--- config.mk ---
export PLATFORM = sky130hd
export DESIGN_NAME = uart_tx
export DESIGN_NICKNAME = d
export VERILOG_FILES = /design/src/rtl/uart_tx.sv
export SDC_FILE = /design/constraint.sdc
export NUM_CORES = 1
export LEC_CHECK = 0
export CAP_MARGIN = 5
export CORE_ASPECT_RATIO = 0.75
export CORE_MARGIN = 5
export CORE_UTILIZATION = 40
export CTS_CLUSTER_SIZE = 14
export DETAILED_ROUTE_END_ITERATION = 6
export PLACE_DENSITY = 0.57
export SLEW_MARGIN = 10
export SYNTH_ARGS = -nofsm -noshare
export SYNTH_HDL_FRONTEND = slang
export SYNTH_SLANG_ARGS = --single-unit
--- constraint.sdc ---
create_clock -name clk -period 3 [get_ports clk]
set_input_delay 0.45 -clock clk [delete_from_list [all_inputs] [get_ports clk]]
set_output_delay 0.45 -clock clk [all_outputs]
set_load 0.03 [all_outputs]
--- src/rtl/uart_tx.sv ---
// ---------------------------------------------------------------------------
// uart_tx -- 8N1 serial transmitter
//
// Sends one start bit (0), eight data bits LSB first and one stop bit (1).
// Each bit is held for BAUDRATE clock cycles.
//
// Ports
//   clk      in   system clock, all state changes on the rising edge
//   rst      in   asynchronous active-high reset
//   i_start  in   transmit request, accepted only while idle
//   i_data   in   byte to send, captured when the request is accepted
//   o_tx     out  serial line, idle high, driven straight from a flop
//   o_busy   out  high while a frame is in progress
//   o_done   out  one-cycle pulse in the first idle cycle after a frame
// ---------------------------------------------------------------------------
module uart_tx #(
    parameter int BAUDRATE = 1085
) (
    input  logic       clk,
    input  logic       rst,
    input  logic       i_start,
    input  logic [7:0] i_data,
    output logic       o_tx,
    output logic       o_busy,
    output logic       o_done
);

    localparam int CW = (BAUDRATE > 1) ? $clog2(BAUDRATE) : 1;
    localparam logic [CW-1:0] BAUD_LAST = CW'(BAUDRATE - 1);

    typedef enum logic [1:0] {
        IDLE,
        START,
        DATA,
        STOP
    } state_t;

    state_t        state_q, state_d;
    logic [CW-1:0] baud_q, baud_d;
    logic [2:0]    bit_q, bit_d;
    logic [7:0]    shift_q, shift_d;
    logic          tx_q, tx_d;
    logic          done_q, done_d;
    logic          baud_end;

    assign baud_end = (baud_q == BAUD_LAST);

    // Next-state logic. o_tx is computed here from the *next* state so the
    // line changes on the same edge as the state register.
    always_comb begin
        // NOTE: every signal gets a default first so no path leaves it
        // unassigned, which would otherwise infer a latch.
        state_d = state_q;
        baud_d  = baud_q;
        bit_d   = bit_q;
        shift_d = shift_q;
        tx_d    = tx_q;
        done_d  = 1'b0;

        case (state_q)
            IDLE: begin
                tx_d = 1'b1;
                if (i_start) begin
                    state_d = START;
                    shift_d = i_data;
                    baud_d  = '0;
                    bit_d   = '0;
                    tx_d    = 1'b0;
                end
            end

            START: begin
                if (baud_end) begin
                    state_d = DATA;
                    baud_d  = '0;
                    bit_d   = '0;
                    tx_d    = shift_q[0];
                end else begin
                    baud_d = baud_q + CW'(1);
                end
            end

            DATA: begin
                if (baud_end) begin
                    baud_d  = '0;
                    shift_d = shift_q >> 1;
                    // bit_q wraps 7 -> 0 on the same edge that enters STOP.
                    bit_d   = bit_q + 3'd1;
                    if (bit_q == 3'd7) begin
                        state_d = STOP;
                        tx_d    = 1'b1;
                    end else begin
                        // Next bit is what will sit in bit 0 after the shift.
                        tx_d = shift_q[1];
                    end
                end else begin
                    baud_d = baud_q + CW'(1);
                end
            end

            STOP: begin
                tx_d = 1'b1;
                if (baud_end) begin
                    state_d = IDLE;
                    baud_d  = '0;
                    done_d  = 1'b1;
                end else begin
                    baud_d = baud_q + CW'(1);
                end
            end

            default: begin
                state_d = IDLE;
                tx_d    = 1'b1;
            end
        endcase
    end

    // NOTE: sequential state uses non-blocking assignments so every flop
    // samples the pre-edge values regardless of statement order.
    always_ff @(posedge clk or posedge rst) begin
        if (rst) begin
            // NOTE: the shift register is a plain flop vector, not a memory,
            // so it is cleared by reset like the rest of the state.
            state_q <= IDLE;
            baud_q  <= '0;
            bit_q   <= '0;
            shift_q <= '0;
            tx_q    <= 1'b1;
            done_q  <= 1'b0;
        end else begin
            state_q <= state_d;
            baud_q  <= baud_d;
            bit_q   <= bit_d;
            shift_q <= shift_d;
            tx_q    <= tx_d;
            done_q  <= done_d;
        end
    end

    assign o_tx   = tx_q;
    assign o_busy = (state_q != IDLE);
    assign o_done = done_q;

endmodule
Word level (Yosys, flattened, before mapping)
Index checks and enable logic that the tools add are counted.
{"block": "totals", "out_inout_bits": 3, "ff_bits": 26, "wordCells": 50, "input_bits": 11}
{"block": "op_classes", "reduce_logical": 9, "n_mux": 23, "n_addsub": 2, "eq_ne": 10}
{"cell": "2-to-1 mux 11 bit", "count": 2}
{"cell": "case mux 11 bit (2 select lines)", "count": 1}
{"cell": "2-to-1 mux 8 bit", "count": 2}
{"cell": "case mux 8 bit (2 select lines)", "count": 1}
{"cell": "adder 11 x 1 -> 11 bit, second input constant", "count": 1}
{"cell": "== test 11 bit, second input constant", "count": 1}
{"cell": "2-to-1 mux 2 bit", "count": 5}
{"cell": "!= test 2 bit, second input constant", "count": 5}
{"cell": "2-to-1 mux 3 bit", "count": 3}
{"cell": "case mux 3 bit (3 select lines)", "count": 1}
{"cell": "case mux 2 bit (4 select lines)", "count": 1}
{"cell": "2-to-1 mux 1 bit", "count": 6}
{"cell": "AND reduction 5 bit", "count": 1}
{"cell": "== test 2 bit, second input constant", "count": 2}
{"cell": "case mux 1 bit (4 select lines)", "count": 1}
{"cell": "AND reduction 4 bit", "count": 1}
{"cell": "nonzero test 2 bit", "count": 2}
{"cell": "adder 3 x 1 -> 3 bit, second input constant", "count": 1}
{"cell": "== test 3 bit, second input constant", "count": 1}
{"cell": "AND reduction 3 bit", "count": 1}
{"cell": "nonzero test 3 bit", "count": 1}
{"cell": "OR reduction 3 bit", "count": 1}
{"cell": "== test 2 x 1 -> 1 bit, second input constant", "count": 1}
{"cell": "logical NOT 2 bit", "count": 1}
{"cell": "AND reduction 2 bit", "count": 1}

Logic depth before layout (Yosys ltp)
Gate-level depths: netlist of run 1.
{"block": "logic_depth", "word_depth": 4, "mapped_depth": 7, "depth_no_buf": 6}

Worst setup path after synthesis of run 1
No wires, ideal clock.
{"block": "synth_timing", "path_type": "register to register", "startpoint": "reg state_q[0]", "endpoint": "reg shift_q[4]", "arrival_time_ps": 1891, "required_time_ps": 2875, "setup_ps": 125, "path_buffers": 2, "synth_period_minus_slack_ps": 2016, "path_slack_ps": 984, "stages_incl_launch_ff": 7, "path_cell_list": "dfrtp_1 inv_1 ha_1 clkbuf_1 clkbuf_1 mux2_2 mux2_4"}
{"block": "synth_between", "elab_chain_cells": 3, "elab_cells_between_ends": 7, "classes_between": "eq/ne: 3; mux: 1; reduce/logical: 3"}
{"item": "start, declared", "line_no": "38", "rtl": "state_t state_q, state_d;"}
{"item": "start signal, assigned", "line_no": "132", "rtl": "state_q <= state_d;"}
{"item": "== test 2 bit / logical NOT 2 bit (equally long branches)", "line_no": "60", "rtl": "case (state_q)"}
{"item": "!= test 2 bit (no source line) / nonzero test 2 bit (equally long branches)"}
{"item": "AND reduction 3 bit (no source line)"}
{"item": "end signal, assigned", "line_no": "135", "rtl": "shift_q <= shift_d;"}
{"item": "end, declared", "line_no": "41", "rtl": "logic [7:0] shift_q, shift_d;"}
Several ways; a longest one is shown, not always the timed one.
A chain may end at the register's enable or synchronous reset.

Worst setup path in the final report of run 1
{"block": "layout_timing", "startpoint": "reg state_q[0]", "endpoint": "out o_busy"}
{"block": "layout_between", "elab_chain_cells": 1}
{"item": "nonzero test 2 bit", "line_no": "142", "rtl": "assign o_busy = (state_q != IDLE);"}
{"item": "end, declared", "line_no": "24", "rtl": "output logic o_busy,"}
No other way between the ends.

==> reports/results.env, run 1 <==
SEQ_POWER_SHARE_PCT=57.4
FP.DIEH_UM=63.7
TCRIT_TCLK_FINAL_PCT=82.0
DRC=0
TIMING.FMAX_MHz=406
SYNTH_WARNINGS=0
FIN_SKEW_NS=0.00665
TOTALPOWERFINAL_uW=625
VIA_COUNT_OF_THE_ROUTED_DESIGN=1147
SLOWEST_DELAY_NS=0.63
POST-CTS-SETUP-BUFFER-COUNT=0
FLOORPLAN.INITIALDENSITY_PCT=41.7
MAX_CAPACITANCE_VIOLATION_TOTAL=0
SYNTH_SIMPLE_GATE_AREA_SHARE_PCT=17.3
DRT_ITER0_DRC=40
SYNTHESIS.AREA_UM2=1540
POWER.CLOCK.FRACTION_PCT=36.9
CLOCK_INSERTION_DELAY_WORST_SKEW_NS=0.27
ANTENNA_VIOLATIONS_BEFORE_REPAIR=0
CTSLONGESTPATHBUFFERS=2
SYNTH_MUX_AREA_SHARE_PCT=15.5
IO_BUFFERS=13
CTS.ROOT.BUFFER_CELL='sky130_fd_sc_hd__clkbuf_8'
AVERAGE_VIA_COUNT_PER_STANDARD_CELL=5.46
CHIPWIDTH_UM=81.6
CRIT_TYPE='flip-flop to output pin'
SYNTH_FF_TYPE='sky130_fd_sc_hd__dfrtp_1'
FINALMAXSLEWVIOLATIONS=0
REQUIRED_NS=2.55
SHARE_OF_THE_SYNTHESIZED_AREA_IN_COMPOUND_GATES_AO_OA_AOI_OAI_PCT=11.5
CTS_REPAIR_RESIZE_COUNT=0
COMBINATIONAL_FAMILY_WITH_THE_MOST_AREA_AFTER_SYNTHESIS='simple AND/OR/NAND/NOR gates'
PATH_CLK_SLEW_NS=0.09
BUFS_AND_INVS_ON_WORST_PATH=3
GRT_PASS1_VIAS=1120
SYNTH_SEQ_CELLS=26
H-TREE-DEPTH=1
DELAY_HEAVIEST_FAMILY_CP='buffers and inverters'
SYNTHESIS.NETS=166
GROUTE.LAYER.MET3.USAGE_PCT=2.99
CTS_HOLD_REPAIR.BUFFERS=0
TIGHTESTPINTRANSITION_NS=0.761
POWER_SWITCHING_uW=129
SYNTH_CELLS=146
WL_PER_CELL_UM=14.5
SYNTH_EDF_COUNT=0
PIN_COUNT_OF_THE_BIGGEST_NET_ENTERING_GLOBAL_ROUTING=27
PLACE.GP.CONGESTION=0.756
P_COMB_SHARE_PCT=5.6
GRTUSAGEMET2_PCT=18.4
CTS_TREE='built'
CRITICAL_PATH.STARTPOINT_TYPE='flip-flop'
YS_SEQ_AREA_SHARE_PCT=42.4
FLOORPLAN.CORE_AREA_UM2=3680
POWER_DENSITY_nW_PER_UM2=354
TOTAL_GLOBAL_ROUTING_OVERFLOW=0
GLOBAL_ROUTE.PEAK_USAGE_LAYER='met1'
FRACTION_OF_POWER_SPENT_SWITCHING_NETS_PCT=20.6
FINAL.MIN_CLOCK_PERIOD_NS=2.46
SLEW_HEADROOM_PCT=49.0
CTS_SINKS=26
SHARE_OF_ASYNC_SETTABLE_OR_ASYNC_RESETTABLE_FLOPS_AFTER_SYNTHESIS_PCT=100
INTERNAL-POWER_uW=496
FIN_NETS=179
POST_ROUTE_CELLS_DRIVE_ABOVE_1_SHARE_PCT=17.1
HPWL_UM=2240
POST_SYNTH_FA_HA_MAJ_AREA_FRACTION_PCT=7.32
ANTENNA_VIOLATING_NETS_POST_ROUTE=0
TNS_NS=0
FP.DIEAREA_UM2=5200
DRT_PASS1_ITERATIONS=4
CRITICAL_PATH_ARRIVAL_NS=2.01
TIMING.CRITICAL_PATH.TO_TYPE='output pin'
P_LEAK_nW=0.769
CRITICAL_PATH.MAX_FANOUT=12
POWER.IR.VDD_WORST_mV=0.202
ANTENNA-DIODE-COUNT=0
POSTROUTEWIRELENGTH_UM=3040
YOSYS.CELL_TYPES.COUNT=43
PATH_COMMON_CELL='sky130_fd_sc_hd__inv_1'
GRT_USE_TOTAL_PCT=12.9
CRITICAL-PATH-SLOWEST-CELL='sky130_fd_sc_hd__clkdlybuf4s50_1'
REPORT.FINAL.HOLD_VIOL_COUNT=0
HOLD_PATH.CLASS='flip-flop to flip-flop'
NUMCTSBUFFERS=3
OUTCOME='finished clean'
AREA.GROWTH.SYNTH_TO_FINAL_PCT=14.7
MEAN_INSTANCE_SIZE_IN_THE_SYNTHESIZED_NETLIST_UM2=10.5
CRITICAL_PATH.CELL_CHAIN='inv_1 -> ha_1 -> inv_1 -> clkdlybuf4s50_1'
GRT_SETUP_UNREPAIRED='false'
MET1_DEMAND_TO_CAPACITY_SHARE_IN_GLOBAL_ROUTING_PCT=19.8
FINALSETUPVIOLATIONS=0
IOPINCOUNT=14
PLACEMENTROWS=19
XOR_XNOR_FRACTION_OF_SYNTH_AREA_PCT=0.570
GRT_PASS1_WL_UM=5370
-- Yosys cell counts (2+ instances only) --
cell | number | share of area [%]
sky130_fd_sc_hd__dfrtp_1 | 25 | 41
sky130_fd_sc_hd__mux2_2 | 10 | 7.3
sky130_fd_sc_hd__o21ai_0 | 4 | 1.3
sky130_fd_sc_hd__mux2_4 | 7 | 6.8
sky130_fd_sc_hd__mux2i_1 | 2 | 1.3
sky130_fd_sc_hd__nor3_1 | 2 | 0.65
sky130_fd_sc_hd__clkbuf_1 | 4 | 0.98
sky130_fd_sc_hd__inv_1 | 12 | 2.9
sky130_fd_sc_hd__a31oi_1 | 3 | 1.2
sky130_fd_sc_hd__nor2b_1 | 2 | 0.81
sky130_fd_sc_hd__o221ai_1 | 3 | 1.7
sky130_fd_sc_hd__ha_1 | 9 | 7.3
sky130_fd_sc_hd__nor2_1 | 5 | 1.2
sky130_fd_sc_hd__nand2_1 | 13 | 3.2
sky130_fd_sc_hd__nand4_1 | 6 | 2.4
sky130_fd_sc_hd__nand3b_1 | 2 | 0.98
sky130_fd_sc_hd__a21oi_1 | 6 | 2.0
sky130_fd_sc_hd__nand3_1 | 5 | 1.6
sky130_fd_sc_hd__and4_1 | 2 | 1.1
-- routing by layer --
| metal | wire, um | part of all wire [%] |
|---|---|---|
| met1 | 1650 | 54 |
| met3 | 94 | 3.1 |
| met2 | 1280 | 42 |
| met5 | 0 | 0 |
| met4 | 17 | 0.56 |
-- placed cells by master (no fill, tap or decap), drive strengths merged, types with 3 or more instances in the layout --
cell           instances
nor2                   5
ha                     9
clkbuf                 4
mux2                  17
nand3                  6
a31oi                  3
o21ai                  4
o221ai                 3
inv                   12
clkdlybuf4s50         13
a21oi                  6
nand2                 13
dfrtp                 25
nand4                  6
-- cells by family after synthesis --
logic type	after synthesis
xor+xnor	1
simple gates	46
flops	26
buf+inv	19
mux	19
compound gates	26
fa+ha+maj	9
-- through the flow --
| step | hold WS (ns) | util, % | instances | setup WS (ns) | area (um^2) |
|---|---|---|---|---|---|
| after floorplan | 0.444 | - | 146 | 0.984 | 1540 |
| after global placement | 0.464 | 46.4 | 206 | 0.830 | 1710 |
| after detailed placement | 0.473 | 46.4 | 206 | 0.741 | 1710 |
| after CTS | 0.495 | 47.9 | 210 | 0.540 | 1760 |
| after global routing | 0.518 | 47.9 | 210 | 0.426 | 1760 |
| final | 0.488 | 47.9 | 210 | 0.539 | 1760 |
-- power groups by stage --
| stage | registers [mW] | clock network (mW) | logic, mW |
|---|---|---|---|
| 2_1_floorplan | 0.365 | 0 | 0.0181 |
| 3_3_place_gp | 0.366 | 0 | 0.0351 |
| 3_5_place_dp | 0.366 | 0 | 0.0361 |
| 4_1_cts | 0.359 | 0.239 | 0.0363 |
| 5_1_grt | 0.360 | 0.255 | 0.0388 |
| 6_report | 0.359 | 0.231 | 0.0351 |
-- final timing paths --
path                                  from          to  slack [ns]  depth (start not counted)
worst max-delay path            state_q[0]      o_busy        0.54                          4
worst min-delay path            shift_q[7]  shift_q[7]        0.49                          1
worst max register to register  state_q[0]  shift_q[6]        0.72                          5
worst min register to register  shift_q[7]  shift_q[7]        0.49                          1
max in group asynchronous              rst        o_tx        2.16                          3
min in group asynchronous              rst  baud_q[10]        0.53                          3
-- state kept, by name, summed over array words and instances, names as in the netlist --
signal	cells
shift_q	8
baud_q	11
state_q	2
o_tx	1
o_done	1
bit_q	3
-- final cells by class --
type	instances	area (um^2)
fillers	332	1920
inverters	12	45.0
flip-flops and latches	26	652
repair buffers	15	145
well taps	52	65.1
clock buffers	4	55.1
multi-input cells	101	802
(Power assumes the default switching activity.)
==> run 2, diff against run 1 <==
Settings changed: PLACE_DENSITY 0.57 to 0.59.
Clock period 3 ns to 2 ns, I/O delays scaled along.
==> run 2 against run 1 <==
  * Cell area rose by 4.3%
  * Core utilization rose by 2.1 points
  * Final cell count rose by 4.3%
  * Combinational power rose by 52%
  * Setup slack got worse by 0.43 ns
  * Sequential share of layout area fell by 1.5 points
  * Non-clock buffer count rose by 9
  * Critical path depth rose by 1
  * Hold slack got worse by 0.21 ns
  * Clock-buffer cell count did not move
  * Die area did not move
  * Clock power rose by 48%
==> reports/results.env, run 2 (synthesis gave the netlist of run 1 again) <==
OUTCOME='finished clean'
TIMING.CRITICAL_PATH.TO_TYPE='flip-flop'
CRITICAL_PATH.STARTPOINT_TYPE='flip-flop'
DRT_ITER0_DRC=60
VIA_COUNT_OF_THE_ROUTED_DESIGN=1150
FINAL_COMMON_CELL='sky130_fd_sc_hd__dfrtp_1'
TIGHTESTPINTRANSITION_NS=0.384
MAX_FLOP_REGISTER='baud_q'
TIMING.FMAX_MHz=529
DRT_PASS1_ITERATIONS=4
GRT_USE_TOTAL_PCT=13.5
CP.DEPTH=5
CHIPWIDTH_UM=81.6
SEQ_POWER_SHARE_PCT=57.6
FINALSETUPVIOLATIONS=0
WL_PER_CELL_UM=14.5
REQUIRED_NS=2.16
IOPINCOUNT=14
PATH_CLK_SLEW_NS=0.09
FP.DIEH_UM=63.7
PLACEMENTROWS=19
NUMCTSBUFFERS=3
TOTALPOWERFINAL_uW=935
AREA.GROWTH.SYNTH_TO_FINAL_PCT=19.7
PLACE.GP.CONGESTION=0.804
FP.DIEAREA_UM2=5200
SLEW_HEADROOM_PCT=73.7
FILL_CELLS=332
POWER_SWITCHING_uW=191
CTS_SINKS=26
CRIT_TYPE='flip-flop to flip-flop'
FLOORPLAN.INITIALDENSITY_PCT=41.7
CTS_HOLD_REPAIR.BUFFERS=0
CRITICAL_PATH_ARRIVAL_NS=2.05
FIN_NETS=188
GRT_SETUP_UNREPAIRED='false'
SLOWEST_DELAY_NS=0.44
TOTAL_GLOBAL_ROUTING_OVERFLOW=0
REPORT.FINAL.HOLD_VIOL_COUNT=0
HPWL_UM=2410
MAX_CAPACITANCE_VIOLATION_TOTAL=0
INTERNAL-POWER_uW=744
P_COMB_SHARE_PCT=5.7
FRACTION_OF_POWER_SPENT_SWITCHING_NETS_PCT=20.4
AVERAGE_VIA_COUNT_PER_STANDARD_CELL=5.25
BUFS_AND_INVS_ON_WORST_PATH=1
CRITICAL_PATH.CELL_CHAIN='inv_1 -> ha_1 -> nor2_1 -> a211o_2 -> mux2_4'
CTSLONGESTPATHBUFFERS=2
GRT_PASS1_VIAS=1172
POSTROUTEWIRELENGTH_UM=3170
P_LEAK_nW=0.812
CRITICAL_PATH.MAX_FANOUT=9
HOLD_PATH.CLASS='primary input to asynchronous set/reset pin'
ANTENNA_VIOLATING_NETS_POST_ROUTE=0
DRC=0
FINAL.MIN_CLOCK_PERIOD_NS=1.89
CRITICAL-PATH-SLOWEST-CELL='sky130_fd_sc_hd__a211o_2'
FIN_SKEW_NS=0.00234
GRT_PASS1_WL_UM=5480
ANTENNA_VIOLATIONS_BEFORE_REPAIR=0
LARGEST_REGISTER_FFS=11
TCRIT_TCLK_FINAL_PCT=94.4
ANTENNA-DIODE-COUNT=0
POWER_DENSITY_nW_PER_UM2=508
FINALMAXSLEWVIOLATIONS=0
REG2REGPATHDEPTH=5
CTS.ROOT.BUFFER_CELL='sky130_fd_sc_hd__clkbuf_8'
CLOCK_INSERTION_DELAY_WORST_SKEW_NS=0.27
POWER.IR.VDD_WORST_mV=0.308
H-TREE-DEPTH=1
IO_BUFFERS=13
COMMONEST_CELLS_AFTER_ROUTING_FILL_AND_TAPS_ASIDE='sky130_fd_sc_hd__dfrtp_1, sky130_fd_sc_hd__nand2_1, sky130_fd_sc_hd__inv_1, sky130_fd_sc_hd__clkdlybuf4s50_1, sky130_fd_sc_hd__buf_4'
DELAY_HEAVIEST_FAMILY_CP='compound AO/OA/AOI/OAI gates'
POST_ROUTE_CELLS_DRIVE_ABOVE_1_SHARE_PCT=24.0
LAYOUT_TOP_REGISTERS='baud_q x11, shift_q x8, bit_q x3'
PIN_COUNT_OF_THE_BIGGEST_NET_ENTERING_GLOBAL_ROUTING=20
CTS_TREE='built'
POWER.CLOCK.FRACTION_PCT=36.7
TNS_NS=0
FLOORPLAN.CORE_AREA_UM2=3680
run 2: final cells by class:
type	count	area, um^2	area share (%)
well taps	52	65.1	3.54
repair buffers	24	211	11.5
clock buffers	4	55.1	2.99
inverters	12	45.0	2.45
flip-flops and latches	26	652	35.4
multi-input cells	101	812	44.1
run 2: metrics by stage:
step | instances | hold slack, ns | util, % | cell area, um^2 | setup slack (ns)
4_1_cts | 219 | 0.292 | 49.7 | 1830 | 0.0397
6_report | 219 | 0.276 | 49.9 | 1840 | 0.111
3_5_place_dp | 215 | 0.470 | 48.2 | 1780 | 0.0586
2_1_floorplan | 146 | 0.339 | - | 1540 | 0.103
5_1_grt | 219 | 0.309 | 49.9 | 1840 | 0.0312
3_3_place_gp | 215 | 0.459 | 48.2 | 1780 | 0.0936
run 2: path summary, 6_finish.rpt:
check	from	end	slack (ns)
max in group asynchronous	rst	o_tx	1.10
min	rst	baud_q[10]	0.28
max	state_q[0]	shift_q[0]	0.11
min in group clk	shift_q[7]	shift_q[7]	0.49
max reg2reg	state_q[0]	shift_q[0]	0.11
min reg2reg	shift_q[7]	shift_q[7]	0.49
run 2: layer usage:
layer,GRT usage [%],vias to the layer above,wire (um)
met2,19.8,26,1390
met5,0,-,0
met1,19.8,552,1650
met3,3.42,2,117
li1,-,570,-
met4,3.11,0,12
run 2: what timing repair did:
action / 4_1_cts / 5_1_grt
endpoints found under the setup margin: 1 / 8
endpoints found under the hold margin: 0 / 0
resized for setup: 1 / 4
setup buffers: 0 / 0
run 2: worst register-to-register path: stages, from the launching register on:
cell and delay [ns]:
sky130_fd_sc_hd__dfrtp_1 0.42, sky130_fd_sc_hd__inv_1 0.13, sky130_fd_sc_hd__ha_1 0.35, sky130_fd_sc_hd__nor2_1 0.11
sky130_fd_sc_hd__a211o_2 0.44, sky130_fd_sc_hd__mux2_4 0.33
run 2: power by group through the flow:
stage / clock network [mW] / registers (mW) / logic (mW)
2_1_floorplan: 0 / 0.547 / 0.0271
3_3_place_gp: 0 / 0.548 / 0.0526
3_5_place_dp: 0 / 0.549 / 0.0544
4_1_cts: 0.362 / 0.538 / 0.0550
5_1_grt: 0.383 / 0.539 / 0.0595
6_report: 0.343 / 0.538 / 0.0534
